===== config.mk =====
export PLATFORM = sky130hd
export DESIGN_NAME = aes_word_loader
export DESIGN_NICKNAME = d
export VERILOG_FILES = /design/src/rtl/aes_loader_pkg.sv /design/src/rtl/aes_word_serializer.sv /design/src/rtl/aes_word_loader.sv
export SDC_FILE = /design/constraint.sdc
export NUM_CORES = 1
export LEC_CHECK = 0
export ABC_AREA = 1
export CELL_PAD_IN_SITES_DETAIL_PLACEMENT = 0
export CELL_PAD_IN_SITES_GLOBAL_PLACEMENT = 1
export CORE_MARGIN = 2
export CORE_UTILIZATION = 38
export DETAILED_ROUTE_END_ITERATION = 16
export MAX_ROUTING_LAYER = met4
export PLACE_DENSITY_LB_ADDON = 0.1
export SYNTH_ARGS = -nofsm -noshare
export SYNTH_HDL_FRONTEND = slang
export SYNTH_SLANG_ARGS = --single-unit
export TNS_END_PERCENT = 1

===== constraint.sdc =====
create_clock -name clk -period 2.62 [get_ports clk]
set_input_delay 0.524 -clock clk [delete_from_list [all_inputs] [get_ports clk]]
set_output_delay 0.524 -clock clk [all_outputs]
set_load 0.02 [all_outputs]

===== src/rtl/aes_loader_pkg.sv =====
// Shared widths and FSM encoding for the aes_128 word loader.
package aes_loader_pkg;
  localparam int WORDS_PER_BLOCK = 4;
  localparam int WORD_W          = 32;
  localparam int BLOCK_W         = 128;

  typedef enum logic [2:0] {
    S_IDLE = 3'd0,
    S_KEY  = 3'd1,
    S_PT   = 3'd2,
    S_WAIT = 3'd3,
    S_OUT  = 3'd4
  } state_e;
endpackage


===== src/rtl/aes_word_serializer.sv =====
// Holds one ciphertext block and streams it out MSW first over valid/ready.
module aes_word_serializer
  import aes_loader_pkg::*;
(
  input  logic               clk,
  input  logic               rst_n,
  input  logic               load,
  input  logic [BLOCK_W-1:0] blk,
  input  logic               out_ready,
  output logic               out_valid,
  output logic [WORD_W-1:0]  out_data,
  output logic               out_last,
  output logic               done
);
  logic [WORDS_PER_BLOCK-1:0][WORD_W-1:0] obuf_q, obuf_d;
  logic [1:0] ocnt_q, ocnt_d;
  logic       vld_q, vld_d;
  logic       xfer;

  assign xfer      = vld_q & out_ready;
  assign out_valid = vld_q;
  // Word 3 of the packed buffer is the most-significant word.
  assign out_data  = obuf_q[2'd3 - ocnt_q];
  assign out_last  = vld_q & (ocnt_q == 2'd3);
  assign done      = xfer & (ocnt_q == 2'd3);

  always_comb begin
    obuf_d = obuf_q;
    ocnt_d = ocnt_q;
    vld_d  = vld_q;
    if (load) begin
      obuf_d = blk;
      ocnt_d = 2'd0;
      vld_d  = 1'b1;
    end else if (xfer) begin
      ocnt_d = ocnt_q + 2'd1;
      if (ocnt_q == 2'd3) vld_d = 1'b0;
    end
  end

  always_ff @(posedge clk or negedge rst_n) begin
    if (!rst_n) begin
      obuf_q <= '0;
      ocnt_q <= '0;
      vld_q  <= 1'b0;
    end else begin
      obuf_q <= obuf_d;
      ocnt_q <= ocnt_d;
      vld_q  <= vld_d;
    end
  end
endmodule


===== src/rtl/aes_word_loader.sv =====
// 32-bit stream front/back end for aes_128: loads key/plaintext words, waits
// out the core latency, then returns the ciphertext as four words.
module aes_word_loader
  import aes_loader_pkg::*;
#(
  parameter int AES_LATENCY = 21
) (
  input  logic               clk,
  input  logic               rst_n,
  input  logic               in_valid,
  output logic               in_ready,
  input  logic [WORD_W-1:0]  in_data,
  input  logic               in_key_keep,
  output logic [BLOCK_W-1:0] aes_state,
  output logic [BLOCK_W-1:0] aes_key,
  input  logic [BLOCK_W-1:0] aes_out,
  output logic               out_valid,
  input  logic               out_ready,
  output logic [WORD_W-1:0]  out_data,
  output logic               out_last,
  output logic               busy
);
  localparam int LCW = (AES_LATENCY > 1) ? $clog2(AES_LATENCY) : 1;

  state_e state_q, state_d;
  logic [1:0]     wcnt_q, wcnt_d;
  logic [LCW-1:0] lcnt_q, lcnt_d;
  logic [WORDS_PER_BLOCK-1:0][WORD_W-1:0] key_q, key_d, pt_q, pt_d;
  logic in_ready_q, in_ready_d;
  logic load_q, load_d;
  logic in_xfer, ser_done;

  assign in_xfer   = in_valid & in_ready_q;
  assign in_ready  = in_ready_q;
  assign aes_state = pt_q;
  assign aes_key   = key_q;
  assign busy      = (state_q != S_IDLE);

  always_comb begin
    state_d = state_q;
    wcnt_d  = wcnt_q;
    lcnt_d  = lcnt_q;
    key_d   = key_q;
    pt_d    = pt_q;
    load_d  = 1'b0;
    case (state_q)
      S_IDLE: if (in_xfer) begin
        wcnt_d = 2'd1;
        if (in_key_keep) begin
          pt_d[3] = in_data;
          state_d = S_PT;
        end else begin
          key_d[3] = in_data;
          state_d  = S_KEY;
        end
      end
      S_KEY: if (in_xfer) begin
        key_d[2'd3 - wcnt_q] = in_data;
        wcnt_d = wcnt_q + 2'd1;
        if (wcnt_q == 2'd3) state_d = S_PT;
      end
      S_PT: if (in_xfer) begin
        pt_d[2'd3 - wcnt_q] = in_data;
        wcnt_d = wcnt_q + 2'd1;
        if (wcnt_q == 2'd3) begin
          state_d = S_WAIT;
          lcnt_d  = LCW'(AES_LATENCY - 1);
        end
      end
      // The capture strobe is registered so obuf samples aes_out one cycle
      // after the count expires, i.e. once the core result is settled.
      S_WAIT: if (lcnt_q == '0) begin
        state_d = S_OUT;
        load_d  = 1'b1;
      end else begin
        lcnt_d = lcnt_q - LCW'(1);
      end
      S_OUT: if (ser_done) state_d = S_IDLE;
      default: state_d = S_IDLE;
    endcase
    in_ready_d = (state_d == S_IDLE) || (state_d == S_KEY) || (state_d == S_PT);
  end

  always_ff @(posedge clk or negedge rst_n) begin
    if (!rst_n) begin
      state_q    <= S_IDLE;
      wcnt_q     <= '0;
      lcnt_q     <= '0;
      key_q      <= '0;
      pt_q       <= '0;
      in_ready_q <= 1'b0;
      load_q     <= 1'b0;
    end else begin
      state_q    <= state_d;
      wcnt_q     <= wcnt_d;
      lcnt_q     <= lcnt_d;
      key_q      <= key_d;
      pt_q       <= pt_d;
      in_ready_q <= in_ready_d;
      load_q     <= load_d;
    end
  end

  aes_word_serializer u_ser (
    .clk       (clk),
    .rst_n     (rst_n),
    .load      (load_q),
    .blk       (aes_out),
    .out_ready (out_ready),
    .out_valid (out_valid),
    .out_data  (out_data),
    .out_last  (out_last),
    .done      (ser_done)
  );
endmodule

==> results of run 1 <==
registers in the layout, summed over array words and instances, names as in the netlist:
| signal | cells |
|---|---|
| load_q | 1 |
| u_ser.ocnt_q | 2 |
| state_q | 3 |
| wcnt_q | 2 |
| aes_key | 128 |
| in_ready | 1 |
| aes_state | 128 |
| u_ser.obuf_q | 128 |
| u_ser.out_valid | 1 |
| lcnt_q | 5 |
through the flow:
stage	area, sq um	hold slack, ps
after floorplan	16000	228
after global placement	21200	449
after detailed placement	21200	453
after CTS	22600	460
after global routing	22600	479
final	22600	464
area by class of cell:
type / instances / area share, %
clock inverter: 11 / 0.315
multi-input combinational: 1240 / 23.5
clock buffer: 69 / 6.09
tap: 539 / 2.98
inverter: 53 / 0.897
timing repair buffer: 492 / 22.0
sequential: 399 / 44.2
antenna: 2 / 0.0221
report_power, final:
| group | internal (mW) | switching [mW] |
|---|---|---|
| Sequential | 8.95 | 1.61 |
| Combinational | 5.52 | 7.70 |
| Clock | 3.61 | 2.56 |
per-layer routing:
layer | track usage [%] | vias to the layer above | share of wire (%)
li1 | - | 6607 | -
met1 | 34.1 | 6698 | 43
met2 | 37.9 | 500 | 44
met3 | 7.78 | 81 | 9.3
met4 | 9.09 | 0 | 3.2
met5 | - | - | 0
kinds of logic after synthesis:
| kind of cell | count (synthesis) | synth area share (%) |
|---|---|---|
| simple gates | 937 | 23.0 |
| flops | 399 | 62.4 |
| compound gates | 295 | 9.47 |
| buf+inv | 160 | 4.52 |
| fa+ha+maj | 7 | 0.547 |
| xor+xnor | 1 | 0.0547 |
worst max-delay path by stage:
stage,end,slack [ps]
final,out_data[22],90
after global routing,out_data[22],0.1
after CTS,out_data[26],40
after detailed placement,out_data[22],340
after global placement,out_data[4],360
after floorplan,out_data[0],730
layout by cell type, fill, tap and decap left out:
cell type,n
buf_12,13
buf_4,21
buf_8,1
clkbuf_1,9
clkbuf_16,47
clkbuf_2,1
clkbuf_8,14
clkdlybuf4s15_1,1
clkdlybuf4s50_1,421
clkinv_2,9
clkinv_8,1
clkinvlp_4,2
dfrtp_1,397
dfrtp_2,1
dfrtp_4,1
diode_2,2
dlygate4sd2_1,32
dlygate4sd3_1,1
ha_1,7
inv_1,51
inv_4,1
nand2_1,729
nand2_2,11
nand2_4,3
nand3_1,78
nand3_2,1
nand4_1,3
nor2_1,108
nor2_2,2
nor2_4,2
o21ai_0,216
o21ai_1,47
o22ai_1,32
xnor2_1,1
timing repair:
action                                  in CTS  in global routing
resized for setup                           35                  3
endpoints found under the setup margin      34                  4
cloned                                       0                  1
hold endpoints to repair                    40                  0
setup buffers                                0                  0
hold buffers                                 1                  0
pin swaps                                    0                  0
worst max-delay path, stage by stage, from the launching register on:
cell           delay [ps]
dfrtp_2               460
inv_4                 160
buf_12                180
nor2_1                 60
o22ai_1               200
dlygate4sd2_1         360
==> flow_metrics.py, run 1 <==
metrics = {
    "layout": {
        "multi_input_area_sq_um": 5310,
        "fillers": 3886,
        "syn2layout_area_growth_pct": 41.2,
        "regArea_sq_um": 9990,
        "postLayoutCoreUtil_pct": 54.1,
        "layout.nets": 2403,
        "stdcell_count": 2805,
        "drive_above_1_share_pct": 5.79,
    },
    "flow_run": {
        "maxCapViolCount": 0,
    },
    "die": {
        "core-area_sq_um": 41800,
        "placementRows": 75,
        "die_h_um": 209,
        "start_util_pct": 38.3,
        "chipWidth_um": 209,
        "pin_count": 457,
        "die-area_sq_um": 43800,
    },
    "clock_tree": {
        "cts_max_level": 2,
        "cts_sinks": 399,
        "cts_tree": "built",
        "cts_buffers": 45,
        "clkTransAtPathRegs_ps": 60,
        "root_buffer": "clkbuf_16",
        "insertion_delay_ps": 570,
        "cts_buffer_depth": 3,
    },
    "sta": {
        "setup_viol": 0,
        "finalHoldViolCount": 0,
        "max_slew.worst_pin.slew_ps": 688,
        "fmax_mhz": 396,
        "fin_ws_ps": 93.8,
        "slew_viol_final": 0,
        "period_needed_ps": 2530,
        "slew_headroom_pct": 54.1,
        "tns_ps": 0,
        "layout_worst_path_cycle_share_pct": 96.4,
        "rsz0062_at_grt": "no",
        "finClkSkew_ps": 28.2,
    },
    "placement": {
        "port_buffers": 456,
        "post-place-ws_ps": 335,
        "place_congestion": 0.824,
        "dp_cells": 2721,
        "dp_hpwl_mm": 37.2,
    },
    "detailed_routing": {
        "drt-total-wl_mm": 55.1,
        "vias": 13900,
        "first_iter_violations": 1109,
        "ant_nets": 0,
        "viasPerCell": 4.95,
        "avgRoutedWirePerCell_um": 19.7,
        "drt-pass1-iter-count": 5,
        "drc": 0,
    },
    "global_routing": {
        "grtUsageTotal_pct": 25.8,
        "antenna_found_initial": 0,
        "grt_start_max_net_pins": 133,
        "overflow": 0,
        "grt_pass1_vias": 13900,
        "grt_pass1_wl_mm": 84.1,
    },
    "synthesis": {
        "syn_nets": 1971,
        "syn_area_sq_um": 16000,
        "yosysWarnings": 0,
        "synth.largest_area_cell": "dfrtp_1",
        "yosysMostFrequentCell": "nand2_1",
        "syn_area_per_cell_sq_um": 8.90,
        "synth_edf_count": 0,
        "synth_ff_type": "dfrtp_1",
        "seq_area_frac_synth_pct": 62.4,
        "yosysUniqueCellTypes": 23,
        "ys_async_sr_fraction_pct": 100,
        "synth_common_cells": "732 x nand2_1, 399 x dfrtp_1, 216 x o21ai_0",
        "synth-seq-cells": 399,
        "netlist_instances": 1799,
        "ys_top_cells_by_area": "dfrtp_1 62%, nand2_1 17%, o21ai_0 6.8%",
        "synth_top_area_share_pct": 62.4,
    },
    "setup_path": {
        "criticalPathCategory": "register to primary output",
        "critPathArrivalTime_ps": 2000,
        "reg2reg_from": "wcnt_q[0]$_DFFE_PN0P_",
        "rr_worst_depth": 9,
        "worstSetupEndpointType": "primary output",
        "crit_fanout": 25,
        "critPathLaunchType": "register",
        "ff2ff_setup_slack_ps": 850,
        "cp.required_ps": 2100,
        "reg2reg_to": "aes_state[115]$_DFFE_PN0P_",
        "startpoint": "u_ser.ocnt_q[0]$_DFFE_PN0P_",
    },
    "hold_path": {
        "worstHoldStart": "u_ser.obuf_q[76]$_DFFE_PN0P_",
        "hold_path_class": "register to register",
        "hold_end": "u_ser.obuf_q[76]$_DFFE_PN0P_",
        "hold_depth": 2,
    },
    "power_and_ir_drop": {
        "p_leak_nw": 10.7,
        "total_power_mw": 30.0,
        "peakVddDrop_mv": 0.746,
        "powerDensity_nw_per_um2": 1320,
    },
    "run_status": {
        "status": "complete, no violations",
    },
}
(Power assumes the default switching activity.)
==> run 2: changes to the inputs <==
--- a/config.mk
+++ b/config.mk
@@ -8,7 +8,6 @@
 export ABC_AREA = 1
 export CELL_PAD_IN_SITES_DETAIL_PLACEMENT = 0
 export CELL_PAD_IN_SITES_GLOBAL_PLACEMENT = 1
-export CORE_MARGIN = 2
 export CORE_UTILIZATION = 38
 export DETAILED_ROUTE_END_ITERATION = 16
 export MAX_ROUTING_LAYER = met4
==> run 2 against run 1 <==
Die area shrank 1.9%. Worst hold slack worse by 1.8 ps. Critical path depth unchanged. Clock skew down 5.3 ps. First-iteration DRC count down 6.0%. Final area grew 0.27%. Via count shrank 2.1%. Register-to-register slack hardly changed. Combinational power is essentially flat. Critical endpoint is now out_data[2]. Largest cell class unchanged.
==> flow_metrics.py, run 2 (synthesis gave the netlist of run 1 again) <==
metrics = {
    "clock_tree": {
        "cts_setup_buffers": 0,
        "clkTransAtPathRegs_ps": 60,
        "cts_max_level": 2,
        "insertion_delay_ps": 590,
        "cts_buffers": 45,
        "cts_sinks": 399,
        "cts_tree": "built",
        "cts_buffer_depth": 3,
        "root_buffer": "clkbuf_16",
    },
    "setup_path": {
        "criticalPathCategory": "register to primary output",
        "startpoint": "u_ser.ocnt_q[0]$_DFFE_PN0P_",
        "crit_family": "buffers and inverters",
        "cp.required_ps": 2100,
        "rr_worst_depth": 9,
        "worstPathCellList": "inv_2 > buf_12 > nor2_1 > o22ai_1 > dlygate4sd2_1",
        "critPathLaunchType": "register",
        "cp_num_cells": 5,
        "crit_fanout": 28,
        "slowest_delay_ps": 430,
        "worstSetupEndpointType": "primary output",
        "cp_slowest_cell": "dfrtp_2",
        "critPathBufInv": 3,
        "reg2reg_from": "wcnt_q[0]$_DFFE_PN0P_",
        "critPathArrivalTime_ps": 2000,
    },
    "global_routing": {
        "overflow": 0,
        "grt_pass1_vias": 13900,
        "antenna_found_initial": 2,
        "grt_start_max_net_pins": 129,
        "grtUsageTotal_pct": 26.3,
        "grt_pass1_wl_mm": 84.4,
    },
    "detailed_routing": {
        "vias": 13600,
        "drt-total-wl_mm": 54.3,
        "ant_nets": 0,
        "drt-pass1-iter-count": 5,
        "first_iter_violations": 1043,
        "viasPerCell": 4.86,
        "drc": 0,
        "avgRoutedWirePerCell_um": 19.4,
    },
    "power_and_ir_drop": {
        "peakVddDrop_mv": 0.874,
        "total_power_mw": 30.2,
        "p_leak_nw": 10.8,
        "powerDensity_nw_per_um2": 1330,
    },
    "die": {
        "start_util_pct": 38.8,
        "chipWidth_um": 207,
        "placementRows": 74,
        "core-area_sq_um": 41200,
        "die-area_sq_um": 42900,
        "pin_count": 457,
        "die_h_um": 207,
    },
    "run_status": {
        "status": "complete, no violations",
    },
    "sta": {
        "slew_viol_final": 0,
        "rsz0062_at_grt": "yes",
        "fmax_mhz": 396,
        "tns_ps": 0,
        "finClkSkew_ps": 22.9,
        "layout_worst_path_cycle_share_pct": 96.4,
        "slew_headroom_pct": 52.7,
        "max_slew.worst_pin.slew_ps": 709,
        "finalHoldViolCount": 0,
        "period_needed_ps": 2530,
        "setup_viol": 0,
    },
    "layout": {
        "syn2layout_area_growth_pct": 41.6,
        "layout.nets": 2406,
        "multi_input_area_sq_um": 5310,
        "fillers": 3823,
        "regArea_sq_um": 9990,
        "layout_commonest_cell": "nand2_1",
        "mostFrequentLayoutCells": "729 x nand2_1, 421 x clkdlybuf4s50_1, 397 x dfrtp_1, 216 x o21ai_0, 108 x nor2_1",
        "drive_above_1_share_pct": 5.87,
        "postLayoutCoreUtil_pct": 55.0,
    },
    "placement": {
        "port_buffers": 456,
        "place_congestion": 0.824,
        "dp_hpwl_mm": 36.6,
    },
    "flow_run": {
        "maxCapViolCount": 0,
    },
    "hold_path": {
        "hold_depth": 2,
        "hold_path_class": "register to register",
        "worstHoldStart": "u_ser.obuf_q[82]$_DFFE_PN0P_",
    },
}
==> run 2: cell types whose count changed in the layout (fill, tap and decap cells not counted), sizes merged <==
cell	change
dlygate4sd2	-8
dlymetal6s2s	+8
clkbuf	-6
buf	+4
bufinv	+4
clkinv	-3
clkinvlp	+2
clkdlybuf4s15	-1
inv	+1
==> run 2: repair_timing <==
action,4_1_cts,5_1_grt
resized for setup,27,14
pin swaps,0,0
endpoints found under the hold margin,55,0
hold buffers,1,0
setup endpoints to repair,33,12
==> run 2: power by group <==
part	internal, mW	switching (mW)	leakage (nW)
combinational	5.52	7.59	5.14
clock	3.85	2.63	0.729
sequential	8.96	1.62	4.90
total	18.3	11.8	10.8
==> run 2: final timing paths <==
| kind | slack, ps | end |
|---|---|---|
| worst max register to register | 840 | aes_state[115]$_DFFE_PN0P_ |
| max in group asynchronous | 1300 | aes_state[43]$_DFFE_PN0P_ |
| min in group asynchronous | 520 | u_ser.obuf_q[126]$_DFFE_PN0P_ |
| worst min register to register | 460 | u_ser.obuf_q[82]$_DFFE_PN0P_ |
| worst max-delay path | 90 | out_data[2] |
| worst min-delay path | 460 | u_ser.obuf_q[82]$_DFFE_PN0P_ |
==> run 2: stage by stage <==
step / hold slack (ps) / cells / setup slack (ps) / instance area, sq um
3_3_place_gp: 449 / 2718 / 380 / 21200
3_5_place_dp: 453 / 2718 / 382 / 21200
4_1_cts: 457 / 2797 / -234 / 22600
5_1_grt: 481 / 2799 / -4.57 / 22700
2_1_floorplan: 228 / 1799 / 733 / 16000
6_report: 462 / 2799 / 93.3 / 22700
==> run 2: layer usage <==
metal	vias to the layer above	routed length (um)	GRT usage, %
li1	6600	-	-
met1	6521	23500	33.4
met2	402	24900	40.2
met3	72	4550	8.12
met4	0	1300	7.98
met5	-	0	-
==> run 2: tightest hold or removal path: stages, from the launching register on <==
cell and delay [ps]:
dfrtp_1 330, nand2_1 50, nand2_1 50
==> run 2: layout make-up <==
| cell class | count | share of cell area (%) |
|---|---|---|
| clock buffer | 63 | 5.71 |
| timing repair buffer | 495 | 22.0 |
| tap | 532 | 2.94 |
| antenna | 2 | 0.0221 |
| inverter | 53 | 0.883 |
| multi-input combinational | 1240 | 23.4 |
| clock inverter | 15 | 0.949 |
| sequential | 399 | 44.1 |
